### config.mk
export PLATFORM = sky130hd
export DESIGN_NAME = gpio_arbiter
export DESIGN_NICKNAME = d
export VERILOG_FILES = /design/src/rtl/gpio_ctrl_pkg.sv /design/src/rtl/gpio_rr_arbiter.sv /design/src/rtl/gpio_arbiter.sv
export SDC_FILE = /design/constraint.sdc
export NUM_CORES = 1
export LEC_CHECK = 0
export ABC_AREA = 1
export CORE_AREA = 5 5 106 108
export CTS_BUF_LIST = sky130_fd_sc_hd__clkbuf_4 sky130_fd_sc_hd__clkbuf_8
export DETAILED_ROUTE_END_ITERATION = 6
export DIE_AREA = 0 0 111 113
export PLACE_DENSITY_LB_ADDON = 0.15
export SLEW_MARGIN = 40
export SYNTH_ARGS = -nofsm -noshare
export SYNTH_HDL_FRONTEND = slang
export SYNTH_SLANG_ARGS = --single-unit
### constraint.sdc
create_clock -name i_clk -period 4.04 [get_ports i_clk]
set_input_delay 0.808 -clock i_clk [delete_from_list [all_inputs] [get_ports i_clk]]
set_output_delay 0.808 -clock i_clk [all_outputs]
set_load 0.02 [all_outputs]
### src/rtl/gpio_ctrl_pkg.sv
// Shared types and constants for the GPIO write arbiter.
package gpio_ctrl_pkg;

    localparam int GPIO_W_DEF = 32;

    // Transaction FSM: sample requests, present grant, commit the write.
    typedef enum logic [1:0] {
        IDLE  = 2'd0,
        GRANT = 2'd1,
        WRITE = 2'd2
    } gpio_arb_state_e;

    // Index of one of the two requesters.
    typedef logic req_idx_t;

endpackage

### src/rtl/gpio_rr_arbiter.sv
// Two-way round-robin pick with a registered last-winner pointer.
// The pick is combinational; the pointer only moves when the caller
// accepts the pick (i_update high while some request is present).
module gpio_rr_arbiter
    import gpio_ctrl_pkg::*;
(
    input  logic       i_clk,
    input  logic       i_rst_n,
    input  logic [1:0] i_req,
    input  logic       i_update,
    output logic       o_any,
    output req_idx_t   o_winner,
    output logic [1:0] o_onehot
);

    req_idx_t r_last;
    req_idx_t w_winner;

    // Contended: the requester that did not win last time; otherwise the lone requester.
    always_comb begin
        w_winner = 1'b0;
        if (i_req == 2'b11) begin
            w_winner = ~r_last;
        end else if (i_req[1]) begin
            w_winner = 1'b1;
        end
    end

    // Pointer resets to requester 1 so requester 0 wins the first contended pick.
    always_ff @(posedge i_clk or negedge i_rst_n) begin
        if (!i_rst_n) begin
            r_last <= 1'b1;
        end else if (i_update && o_any) begin
            r_last <= w_winner;
        end
    end

    assign o_any    = |i_req;
    assign o_winner = w_winner;
    assign o_onehot = o_any ? (w_winner ? 2'b10 : 2'b01) : 2'b00;

endmodule

### src/rtl/gpio_arbiter.sv
// Arbitrates two masked-write requesters onto one registered GPIO word.
// Handshake: o_gnt is a one-cycle acknowledge; a request bit is sampled only
// in IDLE, its data/mask only at that same edge, and the write lands one edge
// after the grant. A request still high on return to IDLE is a new request.
module gpio_arbiter
    import gpio_ctrl_pkg::*;
#(
    parameter int                GPIO_W    = GPIO_W_DEF,
    parameter logic [GPIO_W-1:0] RESET_VAL = '0
) (
    input  logic              i_clk,
    input  logic              i_rst_n,
    input  logic [1:0]        i_req,
    input  logic [GPIO_W-1:0] i_wdata0,
    input  logic [GPIO_W-1:0] i_wmask0,
    input  logic [GPIO_W-1:0] i_wdata1,
    input  logic [GPIO_W-1:0] i_wmask1,
    output logic [1:0]        o_gnt,
    output logic              o_busy,
    output logic [GPIO_W-1:0] o_gpio,
    output logic              o_changed,
    output gpio_arb_state_e   o_state
);

    gpio_arb_state_e   r_state;
    gpio_arb_state_e   w_state_next;
    logic [1:0]        r_gnt;
    logic [GPIO_W-1:0] r_data;
    logic [GPIO_W-1:0] r_mask;
    logic [GPIO_W-1:0] r_gpio;
    logic [GPIO_W-1:0] w_gpio_next;
    logic              r_changed;
    logic              w_any;
    req_idx_t          w_winner;
    logic [1:0]        w_onehot;
    logic              w_accept;

    assign w_accept = (r_state == IDLE) && w_any;

    gpio_rr_arbiter u_rr (
        .i_clk    (i_clk),
        .i_rst_n  (i_rst_n),
        .i_req    (i_req),
        .i_update (r_state == IDLE),
        .o_any    (w_any),
        .o_winner (w_winner),
        .o_onehot (w_onehot)
    );

    // State register.
    always_ff @(posedge i_clk or negedge i_rst_n) begin
        if (!i_rst_n) begin
            r_state <= IDLE;
        end else begin
            r_state <= w_state_next;
        end
    end

    // Next state: leave IDLE on any request, then step through unconditionally.
    always_comb begin
        w_state_next = r_state;
        case (r_state)
            IDLE:    if (w_any) w_state_next = GRANT;
            GRANT:   w_state_next = WRITE;
            WRITE:   w_state_next = IDLE;
            default: w_state_next = IDLE;
        endcase
    end

    // Masked merge of the captured write into the current GPIO value.
    always_comb begin
        w_gpio_next = (r_gpio & ~r_mask) | (r_data & r_mask);
    end

    // Capture the winner's data/mask and raise its grant for the GRANT cycle.
    always_ff @(posedge i_clk or negedge i_rst_n) begin
        if (!i_rst_n) begin
            r_data <= '0;
            r_mask <= '0;
            r_gnt  <= 2'b00;
        end else begin
            r_gnt <= w_accept ? w_onehot : 2'b00;
            if (w_accept) begin
                r_data <= w_winner ? i_wdata1 : i_wdata0;
                r_mask <= w_winner ? i_wmask1 : i_wmask0;
            end
        end
    end

    // Commit the write on the GRANT -> WRITE edge and flag a real change.
    always_ff @(posedge i_clk or negedge i_rst_n) begin
        if (!i_rst_n) begin
            r_gpio    <= RESET_VAL;
            r_changed <= 1'b0;
        end else begin
            r_changed <= (r_state == GRANT) && (w_gpio_next != r_gpio);
            if (r_state == GRANT) begin
                r_gpio <= w_gpio_next;
            end
        end
    end

    assign o_gnt     = r_gnt;
    assign o_busy    = (r_state != IDLE);
    assign o_gpio    = r_gpio;
    assign o_changed = r_changed;
    assign o_state   = r_state;

endmodule

==> impl_metrics.yaml, run 1 <==
logic_synthesis:
  syn_inst: 671
  ys_warn_count: 0
  netlist_area_um2: 5060
  synth_seq_cells: 102
  seq_area_frac_synth_pct: 50.4
  syn_nets: 803
  yosysUniqueCellTypes: 19
  syn_avg_cell_area_um2: 7.54
power:
  irDropWorstVdd_v: 0.000313
  power_leakage_nw: 3.23
  p_per_area_nw_per_um2: 705
  totalPowerFinal_mw: 4.99
worst_setup_path:
  startpoint_type: "flip-flop"
  path_max_fanout: 3
  worstPathArrival_ns: 1.61
  r2r_cells: 8
  end_kind: "output port"
  critPathKind: "flip-flop to output port"
  cp.required_ns: 3.23
clocking:
  clk_path_buf_depth: 2
  tritoncts: "built"
  cts_buffers: 9
  insertion_delay_ns: 0.37
  htree_levels: 3
  cts_setup_buffers: 0
  path_clk_slew_ns: 0.10
  cts_sinks: 102
  hold_buffers: 0
  cts_resized: 0
  ctsRootBufferMaster: "clkbuf_8"
floorplan:
  die_x_um: 111
  coreArea_um2: 10100
  dieArea_um2: 12500
  io-pin-count: 170
  initial_utilization_pct: 49.9
  fp-row-count: 37
  die_h_um: 113
sta:
  tightest_slew_ns: 0.782
  finalCritPeriodShare_pct: 60.0
  final_hold_viol_count: 0
  rsz0062_at_grt: "no"
  fin_tns_setup_ns: 0
  min_period_ns: 2.42
  clock_skew_ns: 0.00818
  finalSetupViolations: 0
  relSlewSlack_pct: 47.8
  fmax_mhz: 413
  drv_slew: 0
min_path:
  hold_path_class: "input pin to async pin"
global_route:
  grt_overflow: 0
  grt_max_degree: 59
  grt_pass1_wl_mm: 23.5
  grt.total_usage_pct: 22.8
  first_global_vias: 5033
  antenna_found_initial: 0
drt:
  wl_per_cell_um: 14.4
  ant_nets: 0
  drt_iter0_drc: 298
  vias: 4982
  drtPass1Iterations: 7
  routed_wirelength_mm: 14.0
  route.detailed.drc: 0
  via_per_inst: 5.12
place:
  dp_cells: 957
  port_buffers: 169
  gp_congestion: 0.788
  hpwl_mm: 10.4
final_layout:
  finalNetCount: 964
  fin_cells: 973
  final_core_util_pct: 69.8
  antennaDiodeCount: 0
  drive_gt1_share_pct: 4.30
  area_delta_synth_final_pct: 39.8
job:
  cap_violations: 0
run_status:
  status: "completed"
-- final cells by class --
cell class	count	area, um2
Fill cell	799	3060
Sequential cell	102	2550
Multi-Input combinational cell	503	2210
Timing Repair Buffer	177	1770
Tap cell	136	170
Inverter	39	149
Clock buffer	10	138
Clock inverter	6	85.1
-- path summary, 6_finish.rpt --
kind / from / end / slack [ns]
max: o_state[0] / o_busy / 1.62
min: i_rst_n / o_gnt[0] / 0.36
max reg2reg: o_state[0] / r_data[19] / 1.97
min reg2reg: u_rr.r_last / u_rr.r_last / 0.49
max in group asynchronous: i_rst_n / u_rr.r_last / 2.77
min in group i_clk: u_rr.r_last / u_rr.r_last / 0.49
-- worst max-delay path, stage by stage (launching register included) --
cell	delay, ns
dfrtp_1	0.42
or2_4	0.28
clkdlybuf4s50_1	0.54
-- cell families after synthesis --
logic type | after synthesis | synth area share, %
buffers and inverters | 66 | 6.28
flip-flops | 102 | 50.4
multiplexers | 3 | 0.667
AO/OA/AOI/OAI | 63 | 6.90
AND/OR/NAND/NOR | 437 | 35.7
-- synth_stat cells --
library cell / number / share of area [%]
nand2_1: 289 / 21
nand3_1: 107 / 11
dfrtp_1: 101 / 50
o21ai_0: 49 / 4.8
inv_1: 38 / 2.8
nor2_1: 32 / 2.4
buf_2: 14 / 1.4
o211ai_1: 12 / 1.8
nand3b_1: 7 / 1.0
buf_4: 6 / 0.89
buf_6: 4 / 0.89
clkbuf_1: 3 / 0.22
mux2_2: 3 / 0.67
a21oi_1: 1 / 0.099
dfstp_2: 1 / 0.52
inv_2: 1 / 0.074
nor2_2: 1 / 0.12
o21ai_2: 1 / 0.17
or2_4: 1 / 0.17
-- metal layers --
| layer | track usage [%] | share of wire, % |
|---|---|---|
| met4 | 6.81 | 1.6 |
| met2 | 40.0 | 50 |
| met3 | 5.61 | 6.5 |
| met5 | 0 | 0 |
| met1 | 28.0 | 42 |
-- cell usage in the layout, fill, tap and decap left out --
| master | instances |
|---|---|
| clkdlybuf4s50_1 | 168 |
| inv_2 | 1 |
| clkinv_2 | 2 |
| dfstp_2 | 1 |
| mux2_2 | 3 |
| nor2_2 | 1 |
| nor2_1 | 30 |
| inv_1 | 37 |
| dfrtp_1 | 101 |
| nand2_1 | 289 |
| a21oi_1 | 1 |
| clkinvlp_4 | 2 |
| nor2_4 | 2 |
| buf_4 | 7 |
| o21ai_2 | 1 |
| bufinv_16 | 2 |
| clkbuf_8 | 10 |
| nand3b_1 | 7 |
| inv_4 | 1 |
| nand3_1 | 107 |
| o211ai_1 | 12 |
| or2_4 | 1 |
| o21ai_0 | 49 |
| buf_12 | 2 |
-- metrics by stage --
step | setup WS (ns) | hold slack [ns] | instance area, um2
global placement | 1.32 | 0.472 | 6830
floorplan | 2.42 | 0.461 | 5060
finish | 1.62 | 0.357 | 7080
global route | 1.48 | 0.382 | 7080
detailed placement | 1.32 | 0.479 | 6850
CTS | 1.60 | 0.364 | 7080
-- state kept, by name, summed over array words and instances, names as in the netlist --
signal / count
o_gpio: 32
r_data: 32
r_mask: 32
o_gnt: 2
o_state: 2
o_changed: 1
u_rr.r_last: 1
-- power breakdown --
part,switching (mW),total (mW),internal [mW]
sequential,0.450,1.96,1.51
combinational,1.34,2.31,0.970
clock,0.360,0.724,0.364
Note: power is estimated with default switching activity, not from simulation.
==> run 2, diff against run 1 <==
Settings changed: CORE_AREA 5 5 106 108 to 5 5 115 117, DIE_AREA 0 0 111 113 to 0 0 120 122.
Clock period 4.04 ns to 2.04 ns, I/O delays scaled along.
==> impl_metrics.yaml, run 2 (same netlist as run 1, synthesis figures left out) <==
drt:
  routed_wirelength_mm: 14.1
  wl_per_cell_um: 14.3
  via_per_inst: 5.03
  route.detailed.drc: 0
  ant_nets: 0
  vias: 4987
  drt_iter0_drc: 288
  drtPass1Iterations: 4
worst_setup_path:
  cp.depth: 1
  path_max_fanout: 4
  cp-startpoint: "o_gpio[12]"
  crit_chain: "clkdlybuf4s50_1"
  cp_slowest_stage_delay_ns: 0.67
  end_kind: "output port"
  critPathKind: "flip-flop to output port"
  r2r_slack_ns: 0.51
  r2r_end: "r_data[18]"
  slowest_stage: "clkdlybuf4s50_1"
  startpoint_type: "flip-flop"
  timing.rr.start: "o_state[1]"
  r2r_cells: 7
  critPathTopFamily: "buffers and inverters"
  worstPathArrival_ns: 1.44
  crit_buf_inv: 1
  cp.required_ns: 1.63
place:
  gp_congestion: 0.753
  port_buffers: 169
  place_area_um2: 6950
  hpwl_mm: 10.5
clocking:
  htree_levels: 3
  path_clk_slew_ns: 0.09
  cts_sinks: 102
  cts_buffers: 9
  ctsRootBufferMaster: "clkbuf_8"
  insertion_delay_ns: 0.37
  clk_path_buf_depth: 2
  tritoncts: "built"
sta:
  tightest_slew_ns: 0.538
  fmax_mhz: 542
  finalCritPeriodShare_pct: 90.5
  finalSetupViolations: 0
  min_period_ns: 1.85
  relSlewSlack_pct: 64.1
  drv_slew: 0
  rsz0062_at_grt: "no"
  clock_skew_ns: 0.00535
  final_hold_viol_count: 0
  fin_tns_setup_ns: 0
power:
  pwr-share-clk_pct: 12.6
  power_leakage_nw: 3.26
  p_per_area_nw_per_um2: 1380
  swShare_pct: 43.2
  irDropWorstVdd_v: 0.000524
  combinationalPowerShare_pct: 48.0
  p_sw_mw: 4.25
  p_int_mw: 5.59
  seqPwrFrac_pct: 39.5
run_status:
  status: "completed"
floorplan:
  initial_utilization_pct: 41.3
  coreArea_um2: 12300
  dieArea_um2: 14600
  fp-row-count: 41
  die_x_um: 120
  die_h_um: 122
  io-pin-count: 170
global_route:
  grt.total_usage_pct: 20.1
  grt_pass1_wl_mm: 23.8
  first_global_vias: 5196
  antenna_found_initial: 0
  grt_overflow: 0
  grt_max_degree: 61
final_layout:
  postLayoutCellArea_um2: 7140
  finalNetCount: 969
  area_delta_synth_final_pct: 41.1
  drive_gt1_share_pct: 4.75
  antennaDiodeCount: 0
  layout_common_cells: "nand2_1, clkdlybuf4s50_1, nand3_1"
  final_common_cell: "nand2_1"
min_path:
  hold_path_class: "input pin to async pin"
job:
  cap_violations: 0
==> run 2: cell types whose count changed in the layout (fill, tap and decap cells not counted) <==
| cell | delta |
|---|---|
| clkbuf_4 | +4 |
| dlygate4sd2_1 | +1 |
| clkinvlp_4 | -2 |
| clkinv_2 | -1 |
| inv_2 | +1 |
| clkdlybuf4s50_1 | -1 |
| dlygate4sd3_1 | +1 |
| clkbuf_8 | +1 |
| bufinv_16 | -2 |
| buf_12 | +4 |
| inv_4 | -1 |
==> run 2: cell type report <==
cell class / instances / area, um2
clock buffers: 15 / 181
inverters: 39 / 146
well taps: 150 / 188
repair buffers: 182 / 1860
fillers: 1112 / 5120
clock inverters: 1 / 5.00
flip-flops and latches: 102 / 2550
multi-input cells: 503 / 2210
==> run 2: power by group through the flow <==
stage	Sequential (mW)	Clock [mW]	Combinational, mW
6_report	3.89	1.24	4.72
5_1_grt	4.05	1.34	5.37
2_1_floorplan	4.05	0	2.70
4_1_cts	3.87	1.27	4.81
3_3_place_gp	3.83	0	4.64
3_5_place_dp	3.90	0	4.78
==> run 2: timing repair <==
action,4_1_cts,5_1_grt
setup buffers,0,0
hold buffers,1,0
setup endpoints to repair,1,0
hold endpoints to repair,17,0
resized for setup,1,0
==> run 2: metrics by stage <==
| stage | hold slack [ns] | cells | util [%] | setup WS (ns) | total power, mW |
|---|---|---|---|---|---|
| after floorplan | 0.112 | 671 | - | 0.504 | 6.75 |
| after global placement | 0.301 | 975 | 56.7 | 0.283 | 8.48 |
| after detailed placement | 0.298 | 975 | 56.7 | 0.230 | 8.69 |
| after CTS | 0.429 | 992 | 58.3 | 0.168 | 9.95 |
| after global routing | 0.450 | 992 | 58.3 | 0.112 | 10.8 |
| final | 0.444 | 992 | 58.3 | 0.194 | 9.84 |
==> run 2: worst max-delay path by stage <==
stage	to
after floorplan	r_mask[30]
after global placement	r_data[7]
after detailed placement	r_data[18]
after CTS	o_gpio[12]
after global routing	o_gpio[12]
final	o_gpio[12]
==> run 2: layer usage <==
| layer | global-route usage [%] | wire length (um) | part of all wire [%] |
|---|---|---|---|
| met1 | 24.1 | 5920 | 42 |
| met2 | 34.2 | 7080 | 50 |
| met3 | 5.85 | 893 | 6.3 |
| met4 | 7.80 | 256 | 1.8 |
| met5 | 0 | 0 | 0 |
==> run 2: worst register-to-register path: stages (launching register included) <==
cell and delay (ns):
dfrtp_1 0.43, or2_4 0.27, nor2_2 0.18, nand2_1 0.09, inv_2 0.10, buf_12 0.21
nand2_1 0.09, o211ai_1 0.08
==> run 3, diff against run 2 <==
Settings changed: CORE_AREA 5 5 115 117 to 5 5 110 112, DIE_AREA 0 0 120 122 to 0 0 115 117.
Clock period 2.04 ns to 1.9 ns, I/O delays scaled along.
==> impl_metrics.yaml, run 3 (same netlist as run 1, synthesis figures left out) <==
sta:
  drv_slew: 0
  min_period_ns: 1.82
  relSlewSlack_pct: 75.5
  tightest_slew_ns: 0.368
  fmax_mhz: 550
  clock_skew_ns: 0.0104
  final_hold_viol_count: 0
  final.setup.worst_slack_ns: 0.0819
  fin_tns_setup_ns: 0
  finalSetupViolations: 0
  finalCritPeriodShare_pct: 95.7
  rsz0062_at_grt: "no"
global_route:
  first_global_vias: 5030
  grt_overflow: 0
  grt.total_usage_pct: 21.2
  grt_max_degree: 52
  antenna_found_initial: 0
  grt_pass1_wl_mm: 22.8
drt:
  routed_wirelength_mm: 13.9
  ant_nets: 0
  vias: 4996
  drt_iter0_drc: 237
  via_per_inst: 5.06
  wl_per_cell_um: 14.1
  route.detailed.drc: 0
  drtPass1Iterations: 6
place:
  hpwl_mm: 10.6
  dpl_worst_slack_ns: 0.127
  port_buffers: 169
  gp_congestion: 0.818
worst_setup_path:
  path_max_fanout: 4
  end_kind: "output port"
  startpoint_type: "flip-flop"
  slowest_stage: "clkdlybuf4s50_1"
  cp.required_ns: 1.52
  cp_slowest_stage_delay_ns: 0.66
  r2r_cells: 7
  critPathTopFamily: "buffers and inverters"
  critPathKind: "flip-flop to output port"
  r2r_slack_ns: 0.36
  r2r_end: "r_data[19]"
  timing.rr.start: "o_state[1]"
  worstPathArrival_ns: 1.44
  crit_chain: "clkdlybuf4s50_1"
  crit_buf_inv: 1
clocking:
  cts_sinks: 102
  cts_buffers: 9
  insertion_delay_ns: 0.37
  cts_setup_buffers: 0
  clk_path_buf_depth: 2
  path_clk_slew_ns: 0.10
  tritoncts: "built"
  ctsRootBufferMaster: "clkbuf_8"
  htree_levels: 3
floorplan:
  io-pin-count: 170
  die_h_um: 117
  coreArea_um2: 11100
  initial_utilization_pct: 45.5
  die_x_um: 115
  dieArea_um2: 13500
  fp-row-count: 39
power:
  power_leakage_nw: 3.29
  irDropWorstVdd_v: 0.000656
  p_per_area_nw_per_um2: 1470
final_layout:
  final_common_cell: "nand2_1"
  antennaDiodeCount: 0
  drive_gt1_share_pct: 5.09
  area_delta_synth_final_pct: 41.8
  layout_common_cells: "nand2_1, clkdlybuf4s50_1, nand3_1"
  fillers: 979
  finalNetCount: 972
run_status:
  status: "completed"
job:
  cap_violations: 0
min_path:
  hold_path_class: "input pin to async pin"
## run 3: changes by cell type in the layout (fill, tap and decap cells not counted), sizes merged
| cell | change |
|---|---|
| clkinv | +3 |
| clkbuf | -3 |
| buf | +3 |
## run 3: layout make-up
type                            count  area [um2]  share of cell area (%)
Timing Repair Buffer              185        1910                    26.6
Tap cell                          143         179                    2.49
Clock inverter                      4        20.0                   0.279
Inverter                           39         146                    2.04
Sequential cell                   102        2550                    35.6
Multi-Input combinational cell    503        2210                    30.7
Clock buffer                       12         165                    2.30
## run 3: how the worst max path moves through the flow
stage | cells after the start | startpoint | endpoint | slack (ns)
finish | 1 | o_gpio[7] | o_gpio[7] | 0.08
global route | 1 | o_gpio[18] | o_gpio[18] | 0.01
CTS | 1 | o_state[1] | o_state[1] | 0.07
detailed placement | 8 | i_req[1] | r_data[19] | 0.13
global placement | 8 | i_req[1] | r_data[23] | 0.19
floorplan | 8 | o_state[0] | r_mask[30] | 0.36
## run 3: per-layer routing
layer	track usage (%)	up-vias	part of all wire, %
li1	-	2498	-
met1	25.2	2341	41
met2	37.8	147	50
met3	6.12	10	7.6
met4	5.40	0	0.93
met5	0	-	0
## run 3: timing repair
action	4_1_cts	5_1_grt
hold buffers	1	0
endpoints found under the hold margin	13	0
resized for setup	1	0
setup endpoints to repair	1	0
## run 3: report_power, final
part	internal [mW]	switching (mW)	leakage, nW
registers	3.21	0.942	1.26
clock network	0.576	0.730	0.102
logic	2.24	2.89	1.92
## run 3: per-stage QoR
| step | total power [mW] | cells | hold WS, ns | area [um2] | utilization [%] |
|---|---|---|---|---|---|
| after floorplan | 7.25 | 671 | 0.0844 | 5060 | - |
| after global placement | 9.13 | 971 | 0.251 | 6990 | 62.8 |
| after detailed placement | 9.36 | 971 | 0.250 | 6990 | 62.8 |
| after CTS | 10.7 | 988 | 0.398 | 7180 | 64.5 |
| after global routing | 11.5 | 988 | 0.410 | 7180 | 64.5 |
| final | 10.6 | 988 | 0.396 | 7180 | 64.5 |
